--- src/rtl/serial_adder.sv ---
// serial_adder: bit-serial adder built around a single full-adder cell with a
// registered carry loop. Operands are captured on an accepted start and summed
// LSB-first, one bit per clock; the WIDTH-bit sum and the final carry-out are
// published together with a one-cycle done pulse.
//
// Ports:
//   clk   - rising-edge clock
//   rst   - asynchronous, active-high reset (abandons any addition in flight)
//   start - request; accepted in IDLE or DONE (never while busy)
//   a, b  - WIDTH-bit operands, captured on the accepting edge
//   ci    - carry-in, captured on the accepting edge into the carry register
//   busy  - high while bits are being processed (SHIFT)
//   done  - one-cycle pulse; sum/co were updated on the edge that raised it
//   sum   - registered result, held until the next completion
//   co    - registered final carry-out, held until the next completion
module serial_adder #(
  parameter int WIDTH = 8
) (
  input  logic             clk,
  input  logic             rst,
  input  logic             start,
  input  logic [WIDTH-1:0] a,
  input  logic [WIDTH-1:0] b,
  input  logic             ci,
  output logic             busy,
  output logic             done,
  output logic [WIDTH-1:0] sum,
  output logic             co
);

  // A 1-bit counter is kept for WIDTH=1 so the counter never collapses to zero width.
  localparam int               CNT_W    = (WIDTH > 1) ? $clog2(WIDTH) : 1;
  localparam logic [CNT_W-1:0] LAST_BIT = CNT_W'(WIDTH - 1);

  typedef enum logic [1:0] {
    IDLE  = 2'd0,
    SHIFT = 2'd1,
    DONE  = 2'd2
  } state_t;

  state_t           state;
  state_t           state_nxt;
  logic [WIDTH-1:0] a_sh;
  logic [WIDTH-1:0] b_sh;
  logic [WIDTH-1:0] res_sh;
  logic [WIDTH-1:0] res_nxt;
  logic             carry;
  logic [CNT_W-1:0] cnt;
  logic [1:0]       fa;
  logic             accept;
  logic             last_bit;

  assign accept   = start && ((state == IDLE) || (state == DONE));
  assign last_bit = (state == SHIFT) && (cnt == LAST_BIT);

  // Full-adder cell, computed at 2 bits so the carry survives until the split.
  assign fa = {1'b0, a_sh[0]} + {1'b0, b_sh[0]} + {1'b0, carry};

  // New sum bit enters at the MSB; after WIDTH shifts bit 0 sits at the LSB.
  always_comb begin
    res_nxt            = res_sh >> 1;
    res_nxt[WIDTH-1]   = fa[0];
  end

  // State register
  always_ff @(posedge clk or posedge rst) begin
    if (rst) begin
      state <= IDLE;
    end else begin
      state <= state_nxt;
    end
  end

  // Next-state logic
  always_comb begin
    state_nxt = state;
    case (state)
      IDLE:    state_nxt = start ? SHIFT : IDLE;
      SHIFT:   state_nxt = last_bit ? DONE : SHIFT;
      DONE:    state_nxt = start ? SHIFT : IDLE;
      default: state_nxt = IDLE;
    endcase
  end

  // Output logic
  always_comb begin
    busy = (state == SHIFT);
    done = (state == DONE);
  end

  // Datapath: operand shifters, carry loop, result assembly and output registers.
  always_ff @(posedge clk or posedge rst) begin
    if (rst) begin
      a_sh   <= '0;
      b_sh   <= '0;
      res_sh <= '0;
      carry  <= 1'b0;
      cnt    <= '0;
      sum    <= '0;
      co     <= 1'b0;
    end else if (accept) begin
      a_sh  <= a;
      b_sh  <= b;
      carry <= ci;
      cnt   <= '0;
    end else if (state == SHIFT) begin
      a_sh   <= a_sh >> 1;
      b_sh   <= b_sh >> 1;
      carry  <= fa[1];
      res_sh <= res_nxt;
      cnt    <= cnt + 1'b1;
      // sum/co only ever change here, so consumers never see partial results.
      if (last_bit) begin
        sum <= res_nxt;
        co  <= fa[1];
      end
    end
  end

endmodule

--- config.mk ---
export PLATFORM = sky130hd
export DESIGN_NAME = serial_adder
export DESIGN_NICKNAME = d
export VERILOG_FILES = /design/src/rtl/serial_adder.sv
export SDC_FILE = /design/constraint.sdc
export NUM_CORES = 1
export LEC_CHECK = 0
export ABC_AREA = 0
export BUFFER_PORTS_ARGS = -buffer_cell sky130_fd_sc_hd__buf_2
export CAP_MARGIN = 20
export CORE_MARGIN = 4
export CORE_UTILIZATION = 42
export CTS_CLUSTER_SIZE = 25
export DETAILED_ROUTE_END_ITERATION = 8
export HOLD_SLACK_MARGIN = 0.15
export SYNTH_ARGS = -nofsm -noshare
export SYNTH_HDL_FRONTEND = slang
export SYNTH_SLANG_ARGS = --single-unit
--- constraint.sdc ---
create_clock -name clk -period 4.4 [get_ports clk]
set_clock_uncertainty 0.05 [all_clocks]
set_input_delay 0.22 -clock clk [delete_from_list [all_inputs] [get_ports clk]]
set_output_delay 0.22 -clock clk [all_outputs]
set_load 0.05 [all_outputs]
==> metrics.cfg, run 1 <==
[power_and_ir_drop]
power.density_mw_per_mm2 = 763.2
p_sw_uw = 656.0
power_frac_comb = 0.434
p_total_uw = 1572
power_leakage_uw = 0.0009837
pwr-share-clk = 0.157
swShare = 0.4174
p_int_uw = 915.8
max-vdd-ir-drop_v = 0.0003209
seq_power_share = 0.409

[floorplan]
core_mm2 = 0.004000
ios = 31
placementRows = 23
dieArea_mm2 = 0.005237
start_util = 0.4351
dieHeight_um = 72.37
fp.dieW_um = 72.37

[timing]
rsz0062_at_grt = no
setup_viol = 0
min_period_ns = 2.061
tightest_slew_ns = 0.7615
post-route-period-util = 0.4683
maxSlewHeadroom = 0.4913
fmax_ghz = 0.4853
hold_viol_final = 0
tns_ns = 0
hold_ws_ns = 0.1547
final_max_slew_viol_count = 0

[min_path]
min-delay-path-class = in2reg
hold_depth = 3

[run_status]
status = completed

[routing]
vias = 1212
drtIter0Drc = 52
drc = 0
wl_per_cell_um = 13.32
drt-total-wl_um = 3197
vias_per_cell = 5.050
firstDrtPassIters = 4
ant_nets = 0

[place]
place_congestion = 0.7501
dp_hpwl_um = 2204
portBuffers = 30

[yosys]
synth_nets = 176
ys_seq_area_frac = 0.5464
synth_area_mm2 = 0.001740
synth.avg_cell_area_um2 = 11.38
synth.distinct_cells = 24
yosys_register_bits = 38
syn_inst = 153
ys_warn_count = 0

[critical_path]
crit_arrival_ns = 1.79
cp_max_fo = 20
critical_path_class = reg2out
required_ns = 4.13
r2r.worst_path.cells = 3
endpoint_kind = primary output
crit_path_start_kind = flip-flop

[cts]
cts.sinks = 38
cts_resized = 0
cts_made_buffers = 5
cts_tree = built
cts_buffer_depth = 2
clk_pin_slew_ns = 0.07
worstSkewPairLatency_ns = 0.29
htreeDepth = 2
cts_setup_buffers = 0
hold_buffers = 7
cts_root_buf = clkbuf_8

[global_routing]
overflow = 0
grt_pass1_wl_um = 5561
grtUsageTotal = 0.1327
grt_max_degree = 39
grt_pass1_vias = 1232
antenna_found_initial = 0

[layout]
diodes = 0
finalNetCount = 212
syn2layout_area_growth_pct = 18.33
layout_commonest_cell = dfrtp_1
fin_util = 0.5149
layout_common_cells = dfrtp_1 (38), buf_2 (30), nand2_1 (23), nor2_1 (10)
drive_gt1_frac = 0.2737

[run]
maxCapViolCount = 0

worst paths after layout:
kind	end	startpoint	slack, ns
worst min register to register	res_sh[1]	res_sh[1]	0.45
max in group asynchronous	res_sh[6]	rst	3.44
min in group asynchronous	sum[0]	rst	0.54
worst max register to register	b_sh[7]	state[0]	2.59
worst min-delay path	a_sh[1]	a[1]	0.15
worst max-delay path	busy	state[0]	2.34
state kept, by name, indices dropped and copies added (netlist names):
signal,count
res_sh,7
a_sh,8
state,2
b_sh,8
sum,8
carry,1
cnt,3
co,1
power by group through the flow:
stage / combinational (uW) / clock, uW / sequential (uW)
floorplan: 475 / 0 / 732
CTS: 690 / 256 / 646
global route: 759 / 268 / 667
global placement: 662 / 0 / 647
finish: 683 / 246 / 643
detailed placement: 685 / 0 / 651
Yosys cell counts:
cell type / instances / area, um^2
dfrtp_1: 38 / 950.9
nand2_1: 23 / 86.33
nor2_1: 10 / 37.54
mux2_4: 9 / 135.1
nor3_1: 9 / 45.04
o22ai_1: 9 / 56.30
nor2b_1: 8 / 50.05
a211oi_1: 6 / 45.04
a21oi_1: 6 / 30.03
mux2i_1: 6 / 60.06
buf_2: 5 / 25.02
o21ai_0: 4 / 20.02
nand2b_1: 3 / 18.77
a22o_1: 2 / 17.52
buf_4: 2 / 15.01
buf_6: 2 / 22.52
ha_1: 2 / 25.02
inv_1: 2 / 7.510
mux2_2: 2 / 22.52
fa_1: 1 / 20.02
inv_8: 1 / 11.26
nand2_8: 1 / 20.02
nand2b_4: 1 / 13.76
nand3_1: 1 / 5.000
per-layer routing:
layer	track usage	vias to the layer above	wire [um]
met3	0.03463	7	178
met5	0	-	0
met1	0.1775	569	1532
met4	0.04918	0	44
li1	-	601	-
met2	0.2073	35	1442
worst max-delay path: stages, from the launching register on:
cell	delay, ns
dfrtp_1	0.73
nand2b_4	0.27
inv_8	0.20
buf_2	0.29
per-stage QoR:
stage               area (um^2)  worst slack, ns  cells
global placement           1898            2.665    225
floorplan                  1740            2.876    153
CTS                        2059            2.339    240
detailed placement         1898            2.618    225
finish                     2059            2.339    240
global route               2059            2.198    240
cells by family (layout without fill, tap and decap cells):
| group | Yosys count | in the layout | share of synthesized area |
|---|---|---|---|
| adder cells (fa/ha/maj) | 3 | 3 | 0.02588 |
| multiplexers | 17 | 17 | 0.1251 |
| buffers and inverters | 12 | 49 | 0.04672 |
| flip-flops | 38 | 38 | 0.5464 |
| AO/OA/AOI/OAI | 27 | 27 | 0.09705 |
| AND/OR/NAND/NOR | 56 | 56 | 0.1589 |
final cells by class:
class / count / area [um^2]
tap: 50 / 62.56
timing repair buffer: 38 / 227.7
multi-input combinational: 103 / 708.2
fill: 372 / 1941
sequential: 38 / 950.9
clock buffer: 7 / 86.33
clock inverter: 1 / 5.005
inverter: 3 / 18.77
(Power assumes the default switching activity.)
==> run 2, diff against run 1 <==
- PLACE_DENSITY: not set -> 0.65
- clock period: 4.4 -> 1.7 ns (I/O delays scaled with it)
==> metrics.cfg, run 2 (synthesis results as in run 1) <==
[run]
maxCapViolCount = 0  ; unchanged

[global_routing]
grt_use_met2 = 0.2275  ; was 0.2073
antenna_found_initial = 0  ; unchanged
overflow = 0  ; unchanged
grt-busiest-layer = met2  ; unchanged
use_met3 = 0.03601  ; was 0.03463
grt_pass1_vias = 1336  ; was 1,232
grt_pass1_wl_um = 5740  ; was 5561 um
grtUsageMet1 = 0.1715  ; was 0.1775
grt_max_degree = 39  ; unchanged
grtUsageTotal = 0.1385  ; was 0.1327

[floorplan]
placementRows = 23  ; unchanged
fp.dieW_um = 72.37  ; unchanged
dieHeight_um = 72.37  ; unchanged
ios = 31  ; unchanged
dieArea_mm2 = 0.005237  ; unchanged
start_util = 0.4351  ; unchanged
core_mm2 = 0.004000  ; unchanged

[layout]
finalNetCount = 228  ; was 212
largest_registers = a_sh (8), b_sh (8), sum (8)  ; unchanged
stdcell_count = 256  ; was 240
syn2layout_area_growth_pct = 28.25  ; was 18.33%
layout_common_cells = dfrtp_1 (38), buf_2 (30), nand2_1 (23), dlygate4sd3_1 (19), nor2_1 (10)  ; was dfrtp_1 (38), buf_2 (30), nand2_1 (23), nor2_1 (10)
diodes = 0  ; unchanged
drive_gt1_frac = 0.2767  ; was 0.2737
layout_commonest_cell = dfrtp_1  ; unchanged
nFillCells = 345  ; was 372

[routing]
vias_per_cell = 4.977  ; was 5.050
drt-total-wl_um = 3236  ; was 3197 um
drtIter0Drc = 39  ; was 52
drc = 0  ; unchanged
firstDrtPassIters = 4  ; unchanged
ant_nets = 0  ; unchanged
wl_per_cell_um = 12.64  ; was 13.32 um
vias = 1274  ; was 1,212

[cts]
cts_setup_buffers = 0  ; unchanged
cts_tree = built  ; unchanged
clk_pin_slew_ns = 0.08  ; was 0.07 ns
cts_made_buffers = 5  ; unchanged
cts_root_buf = clkbuf_8  ; unchanged
htreeDepth = 2  ; unchanged
cts.sinks = 38  ; unchanged
cts_buffer_depth = 2  ; unchanged
worstSkewPairLatency_ns = 0.29  ; about the same

[timing]
fmax_ghz = 0.6313
min_period_ns = 1.584
hold_viol_final = 0  ; unchanged
maxSlewHeadroom = 0.6812  ; was 0.4913
tightest_slew_ns = 0.4782  ; was 0.7615 ns
post-route-period-util = 0.9317
rsz0062_at_grt = no  ; unchanged
tns_ns = 0  ; unchanged
fin_ws_ns = 0.1161  ; was 2.339 ns
final_max_slew_viol_count = 0  ; unchanged
setup_viol = 0  ; unchanged

[place]
place_ws_ns = 0.2377  ; was 2.618 ns
dp_hpwl_um = 2130  ; was 2204 um
dp_cells = 229  ; was 225
portBuffers = 30  ; unchanged
place_congestion = 0.7127  ; was 0.7501

[power_and_ir_drop]
p_sw_uw = 1708  ; was 656.0 uW
power.density_mw_per_mm2 = 1901  ; was 763.2 mW/mm^2
max-vdd-ir-drop_v = 0.001003  ; was 0.0003209 V
p_int_uw = 2536  ; was 915.8 uW
power_frac_comb = 0.436  ; was 0.434
power_leakage_uw = 0.001056  ; was 0.0009837 uW
swShare = 0.4025  ; was 0.4174
pwr-share-clk = 0.180  ; was 0.157
seq_power_share = 0.385  ; was 0.409

[critical_path]
cp_max_fo = 12  ; was 20
required_ns = 1.56  ; was 4.13 ns
critical_path_class = reg2out  ; unchanged
crit_path_start_kind = flip-flop  ; unchanged
endpoint_kind = primary output  ; unchanged
crit_arrival_ns = 1.45  ; was 1.79 ns

[min_path]
min-delay-path-class = in2async  ; was in2reg

[run_status]
status = completed  ; unchanged

-- run 2: cell count changes in the layout (fill, tap and decap cells not counted) --
cell           previous run  this run
clkbuf_1                  1         0
buf_4                     1         5
dlygate4sd3_1             7        19
bufinv_16                 0         1
clkbuf_8                  6         5
clkinvlp_4                0         2
clkinv_2                  1         0
-- run 2: worst max-delay path, cell delays in order (launching register included) --
cell and delay (ns):
dfrtp_1 0.52, buf_4 0.24, nor2b_1 0.13, buf_2 0.27
-- run 2: worst paths after layout --
kind	slack [ns]	cells past startpoint	from	to
worst max register to register	0.22	4	cnt[0]	sum[1]
worst min register to register	0.45	2	res_sh[1]	res_sh[1]
worst max-delay path	0.12	3	state[0]	done
min in group clk	0.45	2	res_sh[1]	res_sh[1]
worst min-delay path	0.39	4	rst	a_sh[4]
max in group asynchronous	0.87	4	rst	sum[2]
-- run 2: final cells by class --
cell class | instances | area (um^2) | share of cell area
flip-flops and latches | 38 | 950.9 | 0.4260
multi-input cells | 103 | 708.2 | 0.3173
repair buffers | 54 | 377.9 | 0.1693
clock buffers | 5 | 68.82 | 0.03083
well taps | 50 | 62.56 | 0.02803
clock inverters | 3 | 45.04 | 0.02018
inverters | 3 | 18.77 | 0.008408
-- run 2: through the flow --
step                total power (uW)    util  instance area, um^2  hold WS [ns]
floorplan                       3124       -                 1740        0.1747
global placement                3413  0.4820                 1928        0.1605
detailed placement              3476  0.4820                 1928        0.1767
CTS                             4289  0.5580                 2232        0.4095
global route                    4568  0.5580                 2232        0.4624
finish                          4244  0.5580                 2232        0.3930
-- run 2: metal layers --
layer / up-vias / wire length, um
met5: - / 0
met4: 0 / 70
met3: 7 / 141
met2: 28 / 1521
met1: 607 / 1503
li1: 632 / -
-- run 2: repair_timing --
action                                 CTS  global route
endpoints found under the hold margin   56             0
resized for setup                        0             0
hold buffers                            19             0
-- run 2: power by group through the flow --
stage	Clock (uW)	Combinational [uW]	Sequential, uW
2_1_floorplan	0	1230	1900
3_3_place_gp	0	1790	1620
3_5_place_dp	0	1830	1650
4_1_cts	778	1880	1630
5_1_grt	814	2060	1700
6_report	763	1850	1630
==> run 3, diff against run 2 <==
- CELL_PAD_IN_SITES_DETAIL_PLACEMENT: not set -> 1
- CELL_PAD_IN_SITES_GLOBAL_PLACEMENT: not set -> 1
- CORE_UTILIZATION: 42 -> 39
- PLACE_DENSITY: 0.65 -> not set
- PLACE_DENSITY_LB_ADDON: not set -> 0.1
==> metrics.cfg, run 3 (synthesis results as in run 1) <==
[timing]
tns_ns = 0  ; unchanged
tightest_slew_ns = 0.4812  ; was 0.4782 ns
fmax_ghz = 0.6673  ; was 0.6313 GHz
post-route-period-util = 0.8815  ; was 0.9317
min_period_ns = 1.498  ; was 1.584 ns
hold_ws_ns = 0.4112  ; was 0.3930 ns
rsz0062_at_grt = no  ; unchanged
maxSlewHeadroom = 0.6792  ; was 0.6812
final_max_slew_viol_count = 0  ; unchanged
setup_viol = 0  ; unchanged
hold_viol_final = 0  ; unchanged

[critical_path]
crit_path_start_kind = flip-flop  ; unchanged
critical_path_class = reg2reg  ; was reg2out
cp_max_fo = 10  ; was 12
regToRegStartpoint = cnt[0]  ; unchanged
crit_arrival_ns = 1.63  ; was 1.45 ns
rrSetupSlack_ns = 0.20  ; was 0.22 ns
reg2reg_to = sum[1]  ; unchanged
endpoint_kind = flip-flop  ; was primary output
r2r.worst_path.cells = 4  ; unchanged
required_ns = 1.83  ; was 1.56 ns

[min_path]
min-delay-path-class = in2async  ; unchanged

[layout]
stdcell_count = 259  ; was 256
fin_util = 0.5252  ; was 0.5580
drive_gt1_frac = 0.2802  ; was 0.2767
diodes = 0  ; unchanged
layout_commonest_cell = dfrtp_1  ; unchanged
syn2layout_area_growth_pct = 30.48  ; was 28.25%
finalNetCount = 229  ; was 228
largest_registers = a_sh (8), b_sh (8), sum (8)  ; unchanged
layout_common_cells = dfrtp_1 (38), buf_2 (30), nand2_1 (23), dlygate4sd3_1 (19), nor2_1 (10)  ; unchanged

[cts]
cts_resized = 0  ; unchanged
cts_made_buffers = 5  ; unchanged
clk_pin_slew_ns = 0.08  ; about the same
worstSkewPairLatency_ns = 0.29  ; about the same
cts_tree = built  ; unchanged
cts_root_buf = clkbuf_8  ; unchanged
cts.sinks = 38  ; unchanged
cts_buffer_depth = 2  ; unchanged
htreeDepth = 2  ; unchanged

[power_and_ir_drop]
power.density_mw_per_mm2 = 1983  ; was 1901 mW/mm^2
power_leakage_uw = 0.001083  ; was 0.001056 uW
p_total_uw = 4503  ; was 4244 uW
max-vdd-ir-drop_v = 0.0006721  ; was 0.001003 V

[floorplan]
dieHeight_um = 74.80  ; was 72.37 um
placementRows = 24  ; was 23
dieArea_mm2 = 0.005595  ; was 0.005237 mm^2
core_mm2 = 0.004324  ; was 0.004000 mm^2
ios = 31  ; unchanged
fp.dieW_um = 74.80  ; was 72.37 um
start_util = 0.4025  ; was 0.4351

[place]
dp_hpwl_um = 2511  ; was 2130 um
dp_cells = 232  ; was 229
portBuffers = 30  ; unchanged
place_congestion = 0.6636  ; was 0.7127

[routing]
vias_per_cell = 5.085  ; was 4.977
firstDrtPassIters = 4  ; unchanged
vias = 1317  ; was 1,274
drt-total-wl_um = 3901  ; was 3236 um
drtIter0Drc = 44  ; was 39
drc = 0  ; unchanged
wl_per_cell_um = 15.06  ; was 12.64 um
ant_nets = 0  ; unchanged

[global_routing]
antenna_found_initial = 0  ; unchanged
grt_pass1_vias = 1388  ; was 1,336
overflow = 0  ; unchanged
grt_pass1_wl_um = 6624  ; was 5740 um
grtUsageTotal = 0.1588  ; was 0.1385
grt_max_degree = 39  ; unchanged

[run]
maxCapViolCount = 0  ; unchanged

[run_status]
status = completed  ; unchanged

[run 3: cell types whose count changed in the layout (fill, tap and decap cells not counted), sizes merged]
cell      change
clkbuf        +1
buf           +1
bufinv        +1
clkinvlp      -2
[run 3: worst max-delay path by stage]
stage,from,to,cells after the start
3_3_place_gp,cnt[0],co,4
5_1_grt,start,a_sh[1],6
3_5_place_dp,cnt[0],co,4
6_report,cnt[0],sum[1],4
4_1_cts,cnt[0],sum[1],4
2_1_floorplan,cnt[0],co,4
[run 3: final cells by class]
| cell class | count | area [um^2] |
|---|---|---|
| Inverter | 3 | 18.77 |
| Fill cell | 471 | 2053 |
| Multi-Input combinational cell | 103 | 708.2 |
| Clock buffer | 6 | 82.58 |
| Tap cell | 52 | 65.06 |
| Sequential cell | 38 | 950.9 |
| Clock inverter | 2 | 60.06 |
| Timing Repair Buffer | 55 | 385.4 |
[run 3: timing repair]
action / in CTS / in global routing
hold buffers: 19 / 0
endpoints found under the hold margin: 57 / 0
buffers inserted: 0 / 0
setup endpoints to repair: 0 / 0
[run 3: routing by layer]
metal | vias to the layer above | part of all wire | track usage
li1 | 634 | - | -
met1 | 653 | 0.45 | 0.1963
met2 | 23 | 0.50 | 0.2712
met3 | 7 | 0.032 | 0.02804
met4 | 0 | 0.021 | 0.07115
met5 | - | 0 | 0
[run 3: metrics by stage]
stage / area, um^2 / worst slack, ns
2_1_floorplan: 1740 / 0.2995
3_3_place_gp: 1938 / 0.2598
3_5_place_dp: 1938 / 0.2058
4_1_cts: 2271 / 0.1878
5_1_grt: 2271 / 0.05671
6_report: 2271 / 0.2015
[run 3: critical path: stages, from the launching register on]
cell and delay [ns]:
dfrtp_1 0.40, ha_1 0.20, ha_1 0.26, nand2_8 0.15, mux2_4 0.31
[run 3: report_power, final]
group | total, uW | switching (uW) | leakage, uW | internal, uW
Clock | 960 | 333 | 0.0000714 | 626
Sequential | 1610 | 284 | 0.000465 | 1330
Combinational | 1930 | 1150 | 0.000546 | 776
